[src/rtl/soc_ram_dma.sv]
// Block-transfer engine mastering Port B of the SoC dual-port RAM.
// Write commands push a din stream into RAM; read commands stream RAM words out through a 2-entry FIFO.
module soc_ram_dma #(
  parameter int ADDR_MSB = 6,
  parameter int MEM_SIZE = 256
) (
  input  logic                mclk,
  input  logic                puc_rst,
  input  logic                cmd_valid,
  output logic                cmd_ready,
  input  logic                cmd_write,
  input  logic [ADDR_MSB:0]   cmd_addr,
  input  logic [ADDR_MSB+1:0] cmd_len,
  output logic                busy,
  output logic                done,
  output logic                err,
  input  logic                din_valid,
  output logic                din_ready,
  input  logic [15:0]         din_data,
  output logic                dout_valid,
  input  logic                dout_ready,
  output logic [15:0]         dout_data,
  output logic [ADDR_MSB:0]   soc_ram_addrb,
  output logic                soc_ram_cenb,
  output logic [1:0]          soc_ram_wenb,
  output logic [15:0]         soc_ram_dinb,
  input  logic [15:0]         soc_ram_doutb
);

  localparam int AW = ADDR_MSB + 1;
  localparam int LW = ADDR_MSB + 2;
  localparam int CW = ADDR_MSB + 3;
  localparam logic [CW-1:0] WORDS = CW'(MEM_SIZE / 2);

  typedef enum logic [1:0] {IDLE, WRITE, READ, DRAIN} state_t;

  state_t        state;
  logic [AW-1:0] xfer_addr;
  logic [LW-1:0] xfer_cnt;
  logic [15:0]   fifo_mem [0:1];
  logic          fifo_wr;
  logic          fifo_rd;
  logic [1:0]    fifo_count;
  logic          inflight;

  logic          cmd_acc;
  logic          range_bad;
  logic          din_hs;
  logic          pop;
  logic          rd_issue;
  logic          rd_ok;
  logic [CW-1:0] cmd_end;
  logic [2:0]    outstanding;

  assign cmd_acc    = cmd_valid & cmd_ready;
  assign cmd_end    = {2'b00, cmd_addr} + {1'b0, cmd_len};
  assign range_bad  = cmd_end > WORDS;
  assign din_hs     = din_valid & din_ready;
  assign dout_valid = fifo_count != 2'd0;
  assign dout_data  = fifo_mem[fifo_rd];
  assign pop        = dout_valid & dout_ready;
  assign rd_issue   = ~soc_ram_cenb & (soc_ram_wenb == 2'b11);

  // A read holds a FIFO credit from issue until its word is popped, so the FIFO cannot overflow.
  assign outstanding = {1'b0, fifo_count} + {2'b00, inflight} + {2'b00, rd_issue} - {2'b00, pop};
  assign rd_ok       = outstanding < 3'd2;

  always_ff @(posedge mclk) begin
    if (puc_rst) begin
      inflight    <= 1'b0;
      fifo_wr     <= 1'b0;
      fifo_rd     <= 1'b0;
      fifo_count  <= 2'd0;
      fifo_mem[0] <= '0;
      fifo_mem[1] <= '0;
    end else begin
      inflight <= rd_issue;
      if (inflight) begin
        fifo_mem[fifo_wr] <= soc_ram_doutb;
        fifo_wr           <= ~fifo_wr;
      end
      if (pop) fifo_rd <= ~fifo_rd;
      case ({inflight, pop})
        2'b10:   fifo_count <= fifo_count + 2'd1;
        2'b01:   fifo_count <= fifo_count - 2'd1;
        default: fifo_count <= fifo_count;
      endcase
    end
  end

  always_ff @(posedge mclk) begin
    if (puc_rst) begin
      state         <= IDLE;
      cmd_ready     <= 1'b0;
      busy          <= 1'b0;
      done          <= 1'b0;
      err           <= 1'b0;
      din_ready     <= 1'b0;
      xfer_addr     <= '0;
      xfer_cnt      <= '0;
      soc_ram_cenb  <= 1'b1;
      soc_ram_wenb  <= 2'b11;
      soc_ram_addrb <= '0;
      soc_ram_dinb  <= '0;
    end else begin
      done         <= 1'b0;
      err          <= 1'b0;
      soc_ram_cenb <= 1'b1;
      soc_ram_wenb <= 2'b11;
      case (state)
        IDLE: begin
          cmd_ready <= 1'b1;
          if (cmd_acc) begin
            if (range_bad) begin
              err <= 1'b1;
            end else if (cmd_len == '0) begin
              done <= 1'b1;
            end else if (cmd_write) begin
              cmd_ready <= 1'b0;
              busy      <= 1'b1;
              din_ready <= 1'b1;
              xfer_addr <= cmd_addr;
              xfer_cnt  <= cmd_len;
              state     <= WRITE;
            end else begin
              // The first read goes out straight from the accept edge.
              cmd_ready     <= 1'b0;
              busy          <= 1'b1;
              soc_ram_cenb  <= 1'b0;
              soc_ram_addrb <= cmd_addr;
              xfer_addr     <= cmd_addr + 1'b1;
              xfer_cnt      <= cmd_len - 1'b1;
              state         <= (cmd_len == LW'(1)) ? DRAIN : READ;
            end
          end
        end
        WRITE: begin
          if (din_hs) begin
            soc_ram_cenb  <= 1'b0;
            soc_ram_wenb  <= 2'b00;
            soc_ram_addrb <= xfer_addr;
            soc_ram_dinb  <= din_data;
            xfer_addr     <= xfer_addr + 1'b1;
            xfer_cnt      <= xfer_cnt - 1'b1;
            if (xfer_cnt == LW'(1)) begin
              din_ready <= 1'b0;
              done      <= 1'b1;
              busy      <= 1'b0;
              cmd_ready <= 1'b1;
              state     <= IDLE;
            end
          end
        end
        READ: begin
          if (rd_ok) begin
            soc_ram_cenb  <= 1'b0;
            soc_ram_addrb <= xfer_addr;
            xfer_addr     <= xfer_addr + 1'b1;
            xfer_cnt      <= xfer_cnt - 1'b1;
            if (xfer_cnt == LW'(1)) state <= DRAIN;
          end
        end
        DRAIN: begin
          if (pop && fifo_count == 2'd1 && !inflight && !rd_issue) begin
            done      <= 1'b1;
            busy      <= 1'b0;
            cmd_ready <= 1'b1;
            state     <= IDLE;
          end
        end
        default: state <= IDLE;
      endcase
    end
  end

endmodule
[config.mk]
export PLATFORM = sky130hd
export DESIGN_NAME = soc_ram_dma
export DESIGN_NICKNAME = d
export VERILOG_FILES = /design/src/rtl/soc_ram_dma.sv
export SDC_FILE = /design/constraint.sdc
export NUM_CORES = 1
export LEC_CHECK = 0
export ABC_CLOCK_PERIOD_IN_PS = 9100
export CAP_MARGIN = 5
export CORE_ASPECT_RATIO = 0.75
export CORE_MARGIN = 4
export CORE_UTILIZATION = 45
export CTS_CLUSTER_SIZE = 28
export DETAILED_ROUTE_END_ITERATION = 16
export PLACE_DENSITY = 0.72
export SLEW_MARGIN = 20
export SYNTH_ARGS = -nofsm -noshare
export SYNTH_HDL_FRONTEND = slang
export SYNTH_SLANG_ARGS = --single-unit
[constraint.sdc]
create_clock -name mclk -period 9.1 [get_ports mclk]
set_input_delay 2.275 -clock mclk [delete_from_list [all_inputs] [get_ports mclk]]
set_output_delay 2.275 -clock mclk [all_outputs]
set_load 0.01 [all_outputs]
== Yosys cells after proc, flatten, opt, wreduce, memory -nomap -nowiden ==
Memories as Yosys holds them, arrays and structs flattened. A register that Yosys moved wholly into a read port is not among the register bits.
Cells that the tools add are included.
Storage, ports and cells
  input port bits: 53
  memories: 1
  output and inout bits: 48
  word-level logic and storage cells: 157
  memory bits (writable): 32
  bits in registers: 53
Memory list
  fifo_mem: depth 2, width 16, read ports 1, clocked after memory_dff 1, write ports 2, RTL line 40  | logic [15:0] fifo_mem [0:1];
Operators by class
  muxes and demuxes: 77
  add/subtract/negate cells: 10
  bitwise operators: 10
  $lt $le $gt $ge: 2
  equality and inequality tests: 19
  reduce and logical (&&, ||, !) cells: 22
Operator list (count)
  $mux W7: 12
  $mux W8: 6
  $pmux W7 S3: 2
  $mux W1: 38
  $pmux W8 S3: 1
  $reduce_and A7 Y1: 3
  $mux W2: 10
  $ne A2 B2 Y1 const B: 10
  $eq A8 B1 Y1 const B: 2
  $mux W16: 1
  $reduce_or A16 Y1: 1
  $sub A8 B1 Y8 const B: 2
  $add A7 B1 Y7 const B: 2
  $pmux W1 S3: 4
  $add A7 B8 Y9: 1
  $gt A9 B8 Y1 const B: 1
  $eq A2 B2 Y1 const B: 4
  $logic_not A8 Y1: 1
  $pmux W2 S4: 1
  $reduce_and A8 Y1: 1
  $eq A2 B1 Y1 const B: 3
  $not A1 Y1: 6
  $reduce_and A6 Y1: 1
  $reduce_bool A2 Y1: 3
  17 further kinds: 24

== Depth between registers and ports, before layout ==
Gate-level depths: netlist (run 1).
  word-level depth: 7
  mapped depth: 17

== Worst setup path before layout (run 1) ==
OpenSTA, ideal clock, no wires.
  path type: input -> register
  start: input dout_ready
  end: register xfer_cnt[5]
  stages on the path: 15
  required time: 8.969 ns
  setup slack: 3.836 ns
  data arrival time: 5.133 ns
  cells stage by stage: nor2b_1 ha_1 inv_1 ha_1 a21o_1 fa_1 xnor2_1 o21ai_0 and3_1 buf_1 o21ai_1 a31oi_4 buf_8 mux2i_1 o21ai_1
On the way
  longest elaborated chain between the ends: 5
Ends and longest elaborated chain
  start, declared: RTL line 21  | input logic dout_ready,
  $and A1 B1 Y1: RTL line 61  | assign pop = dout_valid & dout_ready;
  $sub A3 B1 Y3: RTL line 65  | assign outstanding = {1'b0, fifo_count} + {2'b00, inflight} + {2'b00, rd_issue} - {2'b00, pop};
  $lt A3 B2 Y1: RTL line 66  | assign rd_ok = outstanding < 3'd2;
  $ne A2 B2 Y1 (no source line)
  $reduce_and A6 Y1 (no source line)
  end signal, assigned: RTL line 123  | xfer_cnt <= cmd_len;
  end signal, assigned: RTL line 132  | xfer_cnt <= cmd_len - 1'b1;
  end signal, assigned: RTL line 144  | xfer_cnt <= xfer_cnt - 1'b1;
  end, declared: RTL line 39  | logic [LW-1:0] xfer_cnt;
No other way between the ends.
A chain may end at the register's enable or synchronous reset.

== Worst setup path after layout (run 1) ==
  start: input dout_ready
  end: register xfer_addr[5]
On the way
  longest elaborated chain between the ends: 5
Ends and longest elaborated chain
  $and A1 B1 Y1: RTL line 61
  net pop: RTL line 49  | logic pop;
  $sub A3 B1 Y3: RTL line 65
  $lt A3 B2 Y1: RTL line 66
  $ne A2 B2 Y1 (no source line)
  $reduce_and A6 Y1 (no source line)
  end signal, assigned: RTL line 122  | xfer_addr <= cmd_addr;
  end signal, assigned: RTL line 131  | xfer_addr <= cmd_addr + 1'b1;
  end signal, assigned: RTL line 143  | xfer_addr <= xfer_addr + 1'b1;
  end, declared: RTL line 38  | logic [AW-1:0] xfer_addr;
The timed path passes the listed nets, and every way through them passes these cells.

==> metrics.csv, run 1 <==
metric,value,unit
run status,"complete, no violations",
Setup Crit Path Kind,primary input to flop,
cell area power density,193,nW/um^2
GP Congestion,0.865,
most frequent cell after synthesis,nand2_1,
largest family of logic cells by synthesized area,simple AND/OR/NAND/NOR gates,
dominant cell type by area after synthesis,dfxtp_1,
VDD IR max,85.6,uV
Switch Pwr,0.000370,W
Skew-Pair Late Insertion Delay,0.33,ns
CP Cell Sequence,clkdlybuf4s50_1 -> nor2b_1 -> ha_1 -> inv_1 -> ha_1 -> a21o_1 -> fa_1 -> xnor2_1 -> o21ai_0 -> and3_1 -> o21ai_1 -> a31oi_4 -> mux2i_1 -> o21ai_0,
Final Util,59.2,%
Synth Area in Simple Gates,19.6,%
pre-CTS setup slack,2.99,ns
Fmax achieved,173,MHz
XOR/XNOR Fraction of Synth Area,3.53,%
setup violators final,0,
met1 WL,5150,um
Nets,677,
CP Launch Type,primary input,
row count,32,
Port Buffers,100,
syn nets,585,
Seq cells post-synth,85,
Initial DRC Count,278,
Total Neg Setup Slack,0,ns
placed wire-length estimate,8430,um
Synth top area share,22.5,%
Slew Limit Fails,0,
Post-synth EDFFs,32,
GR Util All Layers,18.4,%
Met3 Routed Length,909,um
DR top layer,met4,
vias,3998,
DRT Pass-1 Iters,5,
CP Max Fanout,15,
initial cell density of the core,46.0,%
synthesis-to-layout area growth,28.8,%
RSZ-0062 raised after global routing,false,
Ys Warns,0,
cell count after synthesis,509,
CTS Hold Buffers Added,0,
Antenna Nets Post-Route,0,
"Distinct cells, synth",58,
Chip Height,96.6,um
CORE AREA,10200,um^2
Die ar.,12200,um^2
Int Power,0.000801,W
asr flop ratio synth,0,%
Reg power frac,39.9,%
Resized Gates After CTS,0,
Syn Std Cell Area,4710,um^2
gr ovfl total,0,
slew margin rel.,28.4,%
Setup Skew,0.00703,ns
CP required,9.29,ns
slowest stage cell on the critical path,a31oi_4,
Worst Path Arrival,5.96,ns
CP max stage delay,0.54,ns
H-Tree Level Count,3,
Main synth FF type,dfxtp_1,
synth top area cells,"dfxtp_1 (23%), edfxtp_1 (20%), ha_1 (5.6%), nand2_1 (4.9%), and2_1 (4.4%)",
pin count of the biggest net entering global routing,35,
Setup WS post-layout,3.33,ns
clk root buf,clkbuf_16,
WL met2,5180,um
DP Area,5810,um^2
drt total wl,11300,um
multiplexer share of the synthesized area,6.85,%
Max Root-Sink Buffers,2,
Diodes inserted,0,
Synth Area in Compound Gates,16.5,%
syn avg cell area,9.26,um^2
max_cap viols,0,
wire length per cell,15.3,um
total CTS buffers,9,
Leak,2.19,nW
layout cells sized above 1,8.75,%
worst-margin pin slew,1.07,ns
Die X,126,um
vias per cell,5.39,
clk sinks,85,
Critical Path End Type,flop,
vias in the first global route,3791,
WHS,0.452,ns
Final Cycle Share,63.4,%
combinational share of power,32.5,%
Worst-path clk slew,0.06,ns
Sw Ratio,31.6,%
first-pass GRT wire length,18600,um
DRC viols,0,
Adder-Cell Fraction of Synth Area,6.42,%
worst min path class,flop to flop,
Final Cell Area,6070,um^2
sequential-to-total area share from yosys stat,42.9,%
Fin. Hold Viols,0,
IO Count,101,
initial antenna violation count,0,
clock period minus worst slack,5.77,ns
Clock Power Share,27.6,%
post-CTS setup buffer count,0,
Synth top cells by count,"nand2_1 (61), dfxtp_1 (53), a21oi_1 (37)",
CTS tree,done,
==> worst paths after layout <==
check                endpoint  depth (start not counted)        startpoint  slack [ns]
min          soc_ram_dinb[10]                          2  soc_ram_dinb[10]        0.45
min reg2reg  soc_ram_dinb[10]                          2  soc_ram_dinb[10]        0.45
max reg2reg      xfer_addr[5]                         15     fifo_count[1]        5.07
max              xfer_addr[5]                         14        dout_ready        3.33
==> critical path, delay by kind of cell <==
family | cells | cell delay, ns
fa+ha+maj | 3 | 0.92
compound gates | 5 | 1.21
xor+xnor | 1 | 0.13
buf+inv | 2 | 0.52
mux | 1 | 0.25
simple gates | 2 | 0.64
==> sequential cells by signal, summed over array words and instances (netlist names), 2 cells and up, named ones only <==
name and flops:
state 2, xfer_cnt 8, fifo_mem 32, soc_ram_addrb 7
xfer_addr 7, soc_ram_dinb 16, fifo_count 2
==> power by group through the flow <==
stage	Sequential (W)	Clock, W	Combinational, W
after floorplan	0.000462	0	0.000251
after global placement	0.000474	0	0.000369
final	0.000468	0.000324	0.000380
after global routing	0.000474	0.000348	0.000418
after detailed placement	0.000476	0	0.000378
after CTS	0.000468	0.000334	0.000381
==> placed cells by master, fill, tap and decap left out, types with 3 or more instances in the layout <==
| master | n |
|---|---|
| o21ai_0 | 27 |
| a31oi_1 | 3 |
| a21oi_1 | 37 |
| o21ai_1 | 3 |
| clkbuf_16 | 9 |
| mux2i_1 | 12 |
| ha_1 | 21 |
| nor2_1 | 26 |
| nand2b_1 | 10 |
| nand2_1 | 61 |
| or2_2 | 5 |
| a21o_1 | 3 |
| o22ai_1 | 5 |
| dfxtp_1 | 53 |
| clkdlybuf4s50_1 | 99 |
| a211oi_2 | 3 |
| mux2_2 | 18 |
| and3_1 | 3 |
| xnor2_1 | 7 |
| edfxtp_1 | 32 |
| nand4_1 | 4 |
| nor2b_1 | 4 |
| o211ai_1 | 4 |
| clkbuf_1 | 3 |
| xor2_1 | 12 |
| nand3_1 | 16 |
| nor3_1 | 10 |
| buf_4 | 3 |
| nor4_1 | 4 |
| and2_1 | 33 |
| inv_1 | 26 |
| a211oi_1 | 11 |
==> kinds of logic after synthesis <==
group | Yosys count
AO/OA/AOI/OAI | 117
XOR/XNOR | 19
adder cells (fa/ha/maj) | 23
buffers and inverters | 49
flip-flops | 85
multiplexers | 30
AND/OR/NAND/NOR | 186
==> per-layer routing <==
layer	global-route usage (%)	up-vias
met1	25.2	1883
met5	0	-
met3	6.07	9
met4	3.54	0
met2	28.6	124
li1	-	1982
==> per-stage QoR <==
stage	instances	power, W
global placement	726	0.000843
finish	742	0.00117
detailed placement	726	0.000854
floorplan	509	0.000713
global route	742	0.00124
CTS	742	0.00118
==> layout make-up <==
type	count	area, um^2
fill	936	4180
tap	136	170
sequential	85	2020
multi-input combinational	375	2500
inverter	27	101
clock inverter	4	25.0
clock buffer	12	236
timing repair buffer	103	1020
(Power assumes the default switching activity.)
==> run 2, diff against run 1 <==
--- a/config.mk
+++ b/config.mk
@@ -5,14 +5,14 @@
 export SDC_FILE = /design/constraint.sdc
 export NUM_CORES = 1
 export LEC_CHECK = 0
-export ABC_CLOCK_PERIOD_IN_PS = 9100
+export ABC_CLOCK_PERIOD_IN_PS = 5150
 export CAP_MARGIN = 5
 export CORE_ASPECT_RATIO = 0.75
 export CORE_MARGIN = 4
 export CORE_UTILIZATION = 45
 export CTS_CLUSTER_SIZE = 28
 export DETAILED_ROUTE_END_ITERATION = 16
-export PLACE_DENSITY = 0.72
+export PLACE_DENSITY = 0.75
 export SLEW_MARGIN = 20
 export SYNTH_ARGS = -nofsm -noshare
 export SYNTH_HDL_FRONTEND = slang
==> constraint.sdc (replaced) <==
create_clock -name mclk -period 5.15 [get_ports mclk]
set_input_delay 1.2875 -clock mclk [delete_from_list [all_inputs] [get_ports mclk]]
set_output_delay 1.2875 -clock mclk [all_outputs]
set_load 0.01 [all_outputs]
==> run 2 against run 1 <==
- critical path depth grew 1
- global-route usage grew 0.14 points
- register-to-register slack lost 3.6 ns
- worst setup slack lost 2.6 ns
- critical path type unchanged
- largest cell class unchanged
- largest power group unchanged
- highest routed layer unchanged
==> metrics.csv, run 2 (synthesis results as in run 1) <==
metric,value,unit,change
run status,"complete, no violations",,
Critical Path End Type,flop,,
Int Power,0.00152,W,+90%
Hold Path Depth,2,,unchanged
CORE AREA,10200,um^2,unchanged
Nets,678,,+0.15%
setup violators final,0,,unchanged
DRT Pass-1 Iters,5,,unchanged
Switch Pwr,0.000673,W,+82%
total power,0.00219,W,+87%
vias,4024,,+0.65%
post-CTS setup buffer count,0,,unchanged
placed wire-length estimate,8420,um,-0.20%
Worst-path clk slew,0.07,ns,about the same
start of the worst register-to-register path,fifo_count[0],,
initial cell density of the core,46.0,%,unchanged
DRC viols,0,,unchanged
Worst Path Arrival,4.59,ns,-1.37 ns
slowest stage cell on the critical path,clkdlybuf4s50_1,,
Crit Reg-Reg Endpoint,xfer_addr[6],,
Slew Limit Fails,0,,unchanged
CTS tree,done,,
combinational share of power,30.7,%,-1.8 points
Hold Path End,soc_ram_addrb[6],,
DP Area,5820,um^2,+0.19%
RSZ-0062 raised after global routing,false,,
CTS Hold Buffers Added,0,,unchanged
IO Count,101,,unchanged
Chip Height,96.6,um,unchanged
first-pass GRT wire length,18900,um,+1.6%
Sw Ratio,30.7,%,-0.98 points
vias in the first global route,3927,,+3.6%
Resized Gates After CTS,0,,unchanged
Fin. Hold Viols,0,,unchanged
Die ar.,12200,um^2,unchanged
Reg2Reg Setup Slack,1.50,ns,-3.57 ns
CP max stage delay,0.45,ns,-0.09 ns
crit path buf inv count,3,,+1
Leak,2.23,nW,+1.6%
clk sinks,85,,unchanged
Final Cell Area,6140,um^2,+1.2%
Initial DRC Count,219,,-21%
Final Cycle Share,85.7,%,
Port Buffers,100,,unchanged
Skew-Pair Late Insertion Delay,0.33,ns,about the same
Placed Instances,727,,+0.14%
pin count of the biggest net entering global routing,61,,+74%
Diodes inserted,0,,unchanged
VDD IR max,166,uV,+94%
Setup Crit Path Kind,primary input to flop,,
vias per cell,5.42,,+0.51%
row count,32,,unchanged
layout cells sized above 1,9.56,%,+0.81 points
"commonest non-fill, non-tap cell in the layout",clkdlybuf4s50_1,,
CP Launch Type,primary input,,
largest registers,"fifo_mem: 32 flops, soc_ram_dinb: 16 flops, xfer_cnt: 8 flops",,
clk root buf,clkbuf_16,,
CP required,5.33,ns,-3.96 ns
hold path startpoint,soc_ram_addrb[6],,
worst-margin pin slew,1.05,ns,-0.0265 ns
drt total wl,11400,um,+0.39%
max_cap viols,0,,unchanged
Antenna Nets Post-Route,0,,unchanged
max reg flops,32,,unchanged
Final Util,59.9,%,+0.72 points
Reg power frac,37.7,%,-2.2 points
worst min path class,flop to flop,,
Die X,126,um,unchanged
wire length per cell,15.3,um,+0.25%
CP Cell Sequence,clkdlybuf4s50_1 -> nor2b_1 -> ha_1 -> inv_1 -> ha_1 -> a21o_1 -> fa_1 -> xnor2_1 -> o21ai_0 -> and3_1 -> o21ai_1 -> a31oi_4 -> buf_4 -> mux2i_1 -> o21ai_0,,
"commonest cells after routing, fill and taps aside","clkdlybuf4s50_1 (99), nand2_1 (61), dfxtp_1 (53)",,
GP Congestion,0.848,,-2.0%
cell family with most CP delay,adder cells,,
total CTS buffers,9,,unchanged
H-Tree Level Count,3,,unchanged
slew margin rel.,30.2,%,+1.8 points
CP Max Fanout,15,,unchanged
Top reg by flops,fifo_mem,,
Layout Cells excl Fill,743,,+0.13%
Clock Power Share,31.6,%,+4.0 points
cell area power density,357,nW/um^2,+85%
initial antenna violation count,0,,unchanged
clock period minus worst slack,4.41,ns,
GR Util All Layers,18.5,%,+0.14 points
Total Neg Setup Slack,0,ns,unchanged
gr ovfl total,0,,unchanged
Fmax achieved,227,MHz,
Reg2Reg Depth,16,,+1
Setup Skew,0.0103,ns,+0.00324 ns
Critical path origin,dout_ready,,
Max Root-Sink Buffers,2,,unchanged
synthesis-to-layout area growth,30.4,%,
[run 2: cell count changes in the layout (fill, tap and decap cells not counted)]
cell,change
buf_4,+1
bufinv_16,+2
clkbuf_1,-3
clkinv_2,-1
clkinvlp_4,+1
inv_8,+1
nor3_1,+1
nor3_2,-1
nor3b_1,-1
nor3b_2,+1
o21bai_1,-1
o21bai_2,+1
[run 2: power by group through the flow]
stage          Sequential [W]  Combinational, W  Clock, W
2_1_floorplan        0.000816          0.000444         0
3_3_place_gp         0.000837          0.000658         0
3_5_place_dp         0.000842          0.000675         0
4_1_cts              0.000828          0.000679  0.000706
5_1_grt              0.000838          0.000744  0.000736
6_report             0.000826          0.000674  0.000694
[run 2: final cells by class]
type	instances	area [um^2]
Clock buffer	9	225
Clock inverter	7	98.8
Fill cell	916	4110
Inverter	27	101
Multi-Input combinational cell	375	2500
Sequential cell	85	2020
Tap cell	136	170
Timing Repair Buffer	104	1030
[run 2: worst max-delay path by stage]
stage / endpoint / cells after the start
6_report: xfer_addr[6] / 15
5_1_grt: xfer_addr[3] / 15
4_1_cts: xfer_addr[6] / 15
3_5_place_dp: xfer_addr[6] / 15
3_3_place_gp: xfer_addr[4] / 15
2_1_floorplan: xfer_cnt[5] / 15
[run 2: per-stage QoR]
step	setup WS (ns)	hold slack (ns)
2_1_floorplan	0.873	0.453
3_3_place_gp	0.525	0.442
3_5_place_dp	0.401	0.451
4_1_cts	0.747	0.460
5_1_grt	0.550	0.478
6_report	0.739	0.457
[run 2: metal layers]
metal	track usage, %	part of all wire, %
met4	4.70	0.79
met3	4.19	5.2
met5	0	0
met2	28.4	47
met1	26.5	48
[run 2: worst register-to-register path: stages (launching register included)]
cell and delay, ns:
dfxtp_1 0.40, inv_1 0.06, ha_1 0.21, nor2b_1 0.24, ha_1 0.33, inv_1 0.08, ha_1 0.22, a21o_1 0.19
fa_1 0.37, xnor2_1 0.13, o21ai_0 0.19, and3_1 0.23, o21ai_1 0.13, a31oi_4 0.15, buf_4 0.26, mux2i_1 0.22
o21ai_0 0.09
==> run 3, diff against run 2 <==
--- a/config.mk
+++ b/config.mk
@@ -5,14 +5,15 @@
 export SDC_FILE = /design/constraint.sdc
 export NUM_CORES = 1
 export LEC_CHECK = 0
-export ABC_CLOCK_PERIOD_IN_PS = 5150
+export ABC_CLOCK_PERIOD_IN_PS = 4400
 export CAP_MARGIN = 5
 export CORE_ASPECT_RATIO = 0.75
 export CORE_MARGIN = 4
 export CORE_UTILIZATION = 45
 export CTS_CLUSTER_SIZE = 28
 export DETAILED_ROUTE_END_ITERATION = 16
-export PLACE_DENSITY = 0.75
+export GPL_ROUTABILITY_DRIVEN = 1
+export PLACE_DENSITY = 0.72
 export SLEW_MARGIN = 20
 export SYNTH_ARGS = -nofsm -noshare
 export SYNTH_HDL_FRONTEND = slang
==> constraint.sdc (replaced) <==
create_clock -name mclk -period 4.4 [get_ports mclk]
set_input_delay 1.1 -clock mclk [delete_from_list [all_inputs] [get_ports mclk]]
set_output_delay 1.1 -clock mclk [all_outputs]
set_load 0.01 [all_outputs]
==> run 3 against run 2 <==
- final area shrank 0.10%
- count of clock-buffer cells in the layout is 3 higher
- sequential power grew 17%
- sequential cell count unchanged
- utilization shrank 0.061 points
- clock skew decreased by 0.0048 ns
- cell count is 0.94% higher
- power rose by 12%
- worst hold slack got worse by 0.0022 ns
- combinational power rose by 20%
- non-clock buffer count rose by 7
- global-route usage increased by 0.14 points
- critical path type unchanged
- critical endpoint is now xfer_cnt[0]
- largest cell class unchanged
- highest routed layer unchanged
==> metrics.csv, run 3 (synthesis results as in run 1) <==
metric,value,unit,change
clock period minus worst slack,4.05,ns,
Chip Height,96.6,um,unchanged
total power,0.00245,W,+12%
post-CTS setup buffer count,0,,unchanged
Antenna Nets Post-Route,0,,unchanged
synthesis-to-layout area growth,30.2,%,
gr ovfl total,0,,unchanged
WHS,0.455,ns,-0.00218 ns
pin count of the biggest net entering global routing,35,,-43%
Final Cell Area,6140,um^2,-0.10%
setup violators final,0,,unchanged
initial cell density of the core,46.0,%,unchanged
Resized Gates After CTS,0,,unchanged
Nets,685,,+1.0%
"commonest cells after routing, fill and taps aside","clkdlybuf4s50_1 (99), nand2_1 (61), dfxtp_1 (53)",,
CP Launch Type,primary input,,
Max Root-Sink Buffers,2,,unchanged
GP Congestion,0.836,,-1.4%
drt total wl,11400,um,-0.29%
DRT Pass-1 Iters,4,,-1
slew margin rel.,47.6,%,+17 points
first-pass GRT wire length,18900,um,+0.40%
DRC viols,0,,unchanged
row count,32,,unchanged
clk sinks,85,,unchanged
cell area power density,399,nW/um^2,+12%
vias per cell,5.35,,-1.1%
Setup Skew,0.00549,ns,-0.00479 ns
Die X,126,um,unchanged
wire length per cell,15.1,um,-1.2%
Diodes inserted,0,,unchanged
Final Cycle Share,92.0,%,
Setup WS post-layout,0.354,ns,-0.385 ns
vias in the first global route,3928,,+0.025%
Port Buffers,100,,unchanged
GR Util All Layers,18.6,%,+0.14 points
Reg2Reg Setup Slack,0.91,ns,-0.59 ns
worst min path class,flop to flop,,
DP Area,5880,um^2,+0.97%
CTS tree,done,,
Critical Path End Type,flop,,
Top reg by flops,fifo_mem,,
CTS Hold Buffers Added,0,,unchanged
vias,4016,,-0.20%
Die ar.,12200,um^2,unchanged
Skew-Pair Late Insertion Delay,0.33,ns,about the same
CORE AREA,10200,um^2,unchanged
total CTS buffers,9,,unchanged
clk root buf,clkbuf_16,,
Fin. Hold Viols,0,,unchanged
Slew Limit Fails,0,,unchanged
Leak,2.23,nW,+0.10%
initial antenna violation count,0,,unchanged
layout cells sized above 1,9.93,%,+0.38 points
max reg flops,32,,unchanged
CP max stage delay,0.45,ns,about the same
Layout Cells excl Fill,750,,+0.94%
"commonest non-fill, non-tap cell in the layout",clkdlybuf4s50_1,,
worst-margin pin slew,0.785,ns,-0.262 ns
CP Cell Sequence,clkdlybuf4s50_1 -> nor2b_1 -> ha_1 -> inv_1 -> ha_1 -> a21o_1 -> fa_1 -> xnor2_1 -> o21ai_0 -> and3_1 -> o21ai_1 -> a31o_2 -> o21ai_0 -> a21oi_1,,
RSZ-0062 raised after global routing,false,,
VDD IR max,202,uV,+21%
CP required,4.58,ns,-0.75 ns
Initial DRC Count,276,,+26%
run status,"complete, no violations",,
H-Tree Level Count,3,,unchanged
Setup Crit Path Kind,primary input to flop,,
pre-CTS setup slack,-0.00719,ns,-0.409 ns
slowest stage cell on the critical path,clkdlybuf4s50_1,,
Worst-path clk slew,0.06,ns,about the same
max_cap viols,0,,unchanged
Fmax achieved,247,MHz,
Placed Instances,734,,+0.96%
CP Max Fanout,9,,-6
Fillers,928,,+1.3%
largest registers,"fifo_mem: 32 flops, soc_ram_dinb: 16 flops, xfer_cnt: 8 flops",,
IO Count,101,,unchanged
Worst Path Arrival,4.23,ns,-0.36 ns
placed wire-length estimate,8420,um,about the same
-- run 3: critical path: cells and delay by family --
kind	cells	cell delay, ns
XOR/XNOR	1	0.14
adder cells (fa/ha/maj)	3	0.90
AND/OR/NAND/NOR	2	0.39
buffers and inverters	2	0.53
AO/OA/AOI/OAI	6	1.15
-- run 3: area by class of cell --
class / instances / area (um^2) / share of cell area (%)
Clock buffer: 12 / 236 / 3.85
Clock inverter: 4 / 25.0 / 0.408
Inverter: 27 / 101 / 1.65
Multi-Input combinational cell: 375 / 2490 / 40.6
Sequential cell: 85 / 2020 / 32.9
Tap cell: 136 / 170 / 2.77
Timing Repair Buffer: 111 / 1090 / 17.8
-- run 3: path summary, 6_finish.rpt --
kind                                       start                to  cells after the start
worst max-delay path                  dout_ready       xfer_cnt[0]                     14
worst min-delay path            soc_ram_addrb[2]  soc_ram_addrb[2]                      2
worst max register to register     fifo_count[0]       xfer_cnt[0]                     15
worst min register to register  soc_ram_addrb[2]  soc_ram_addrb[2]                      2
-- run 3: where the power goes --
group	switching, W	internal (W)	total [W]
sequential	0.0000788	0.000890	0.000969
clock	0.000291	0.000380	0.000672
combinational	0.000406	0.000405	0.000810
-- run 3: per-layer routing --
| layer | track usage, % | wire [um] |
|---|---|---|
| met5 | 0 | 0 |
| met4 | 3.13 | 72 |
| met2 | 28.9 | 5060 |
| met3 | 6.46 | 811 |
| met1 | 25.6 | 5410 |
-- run 3: stage by stage --
stage | setup TNS, ns | util, %
after floorplan | 0 | -
after global routing | 0 | 59.9
final | 0 | 59.9
after detailed placement | -0.0142 | 57.3
after CTS | 0 | 59.9
after global placement | 0 | 57.3
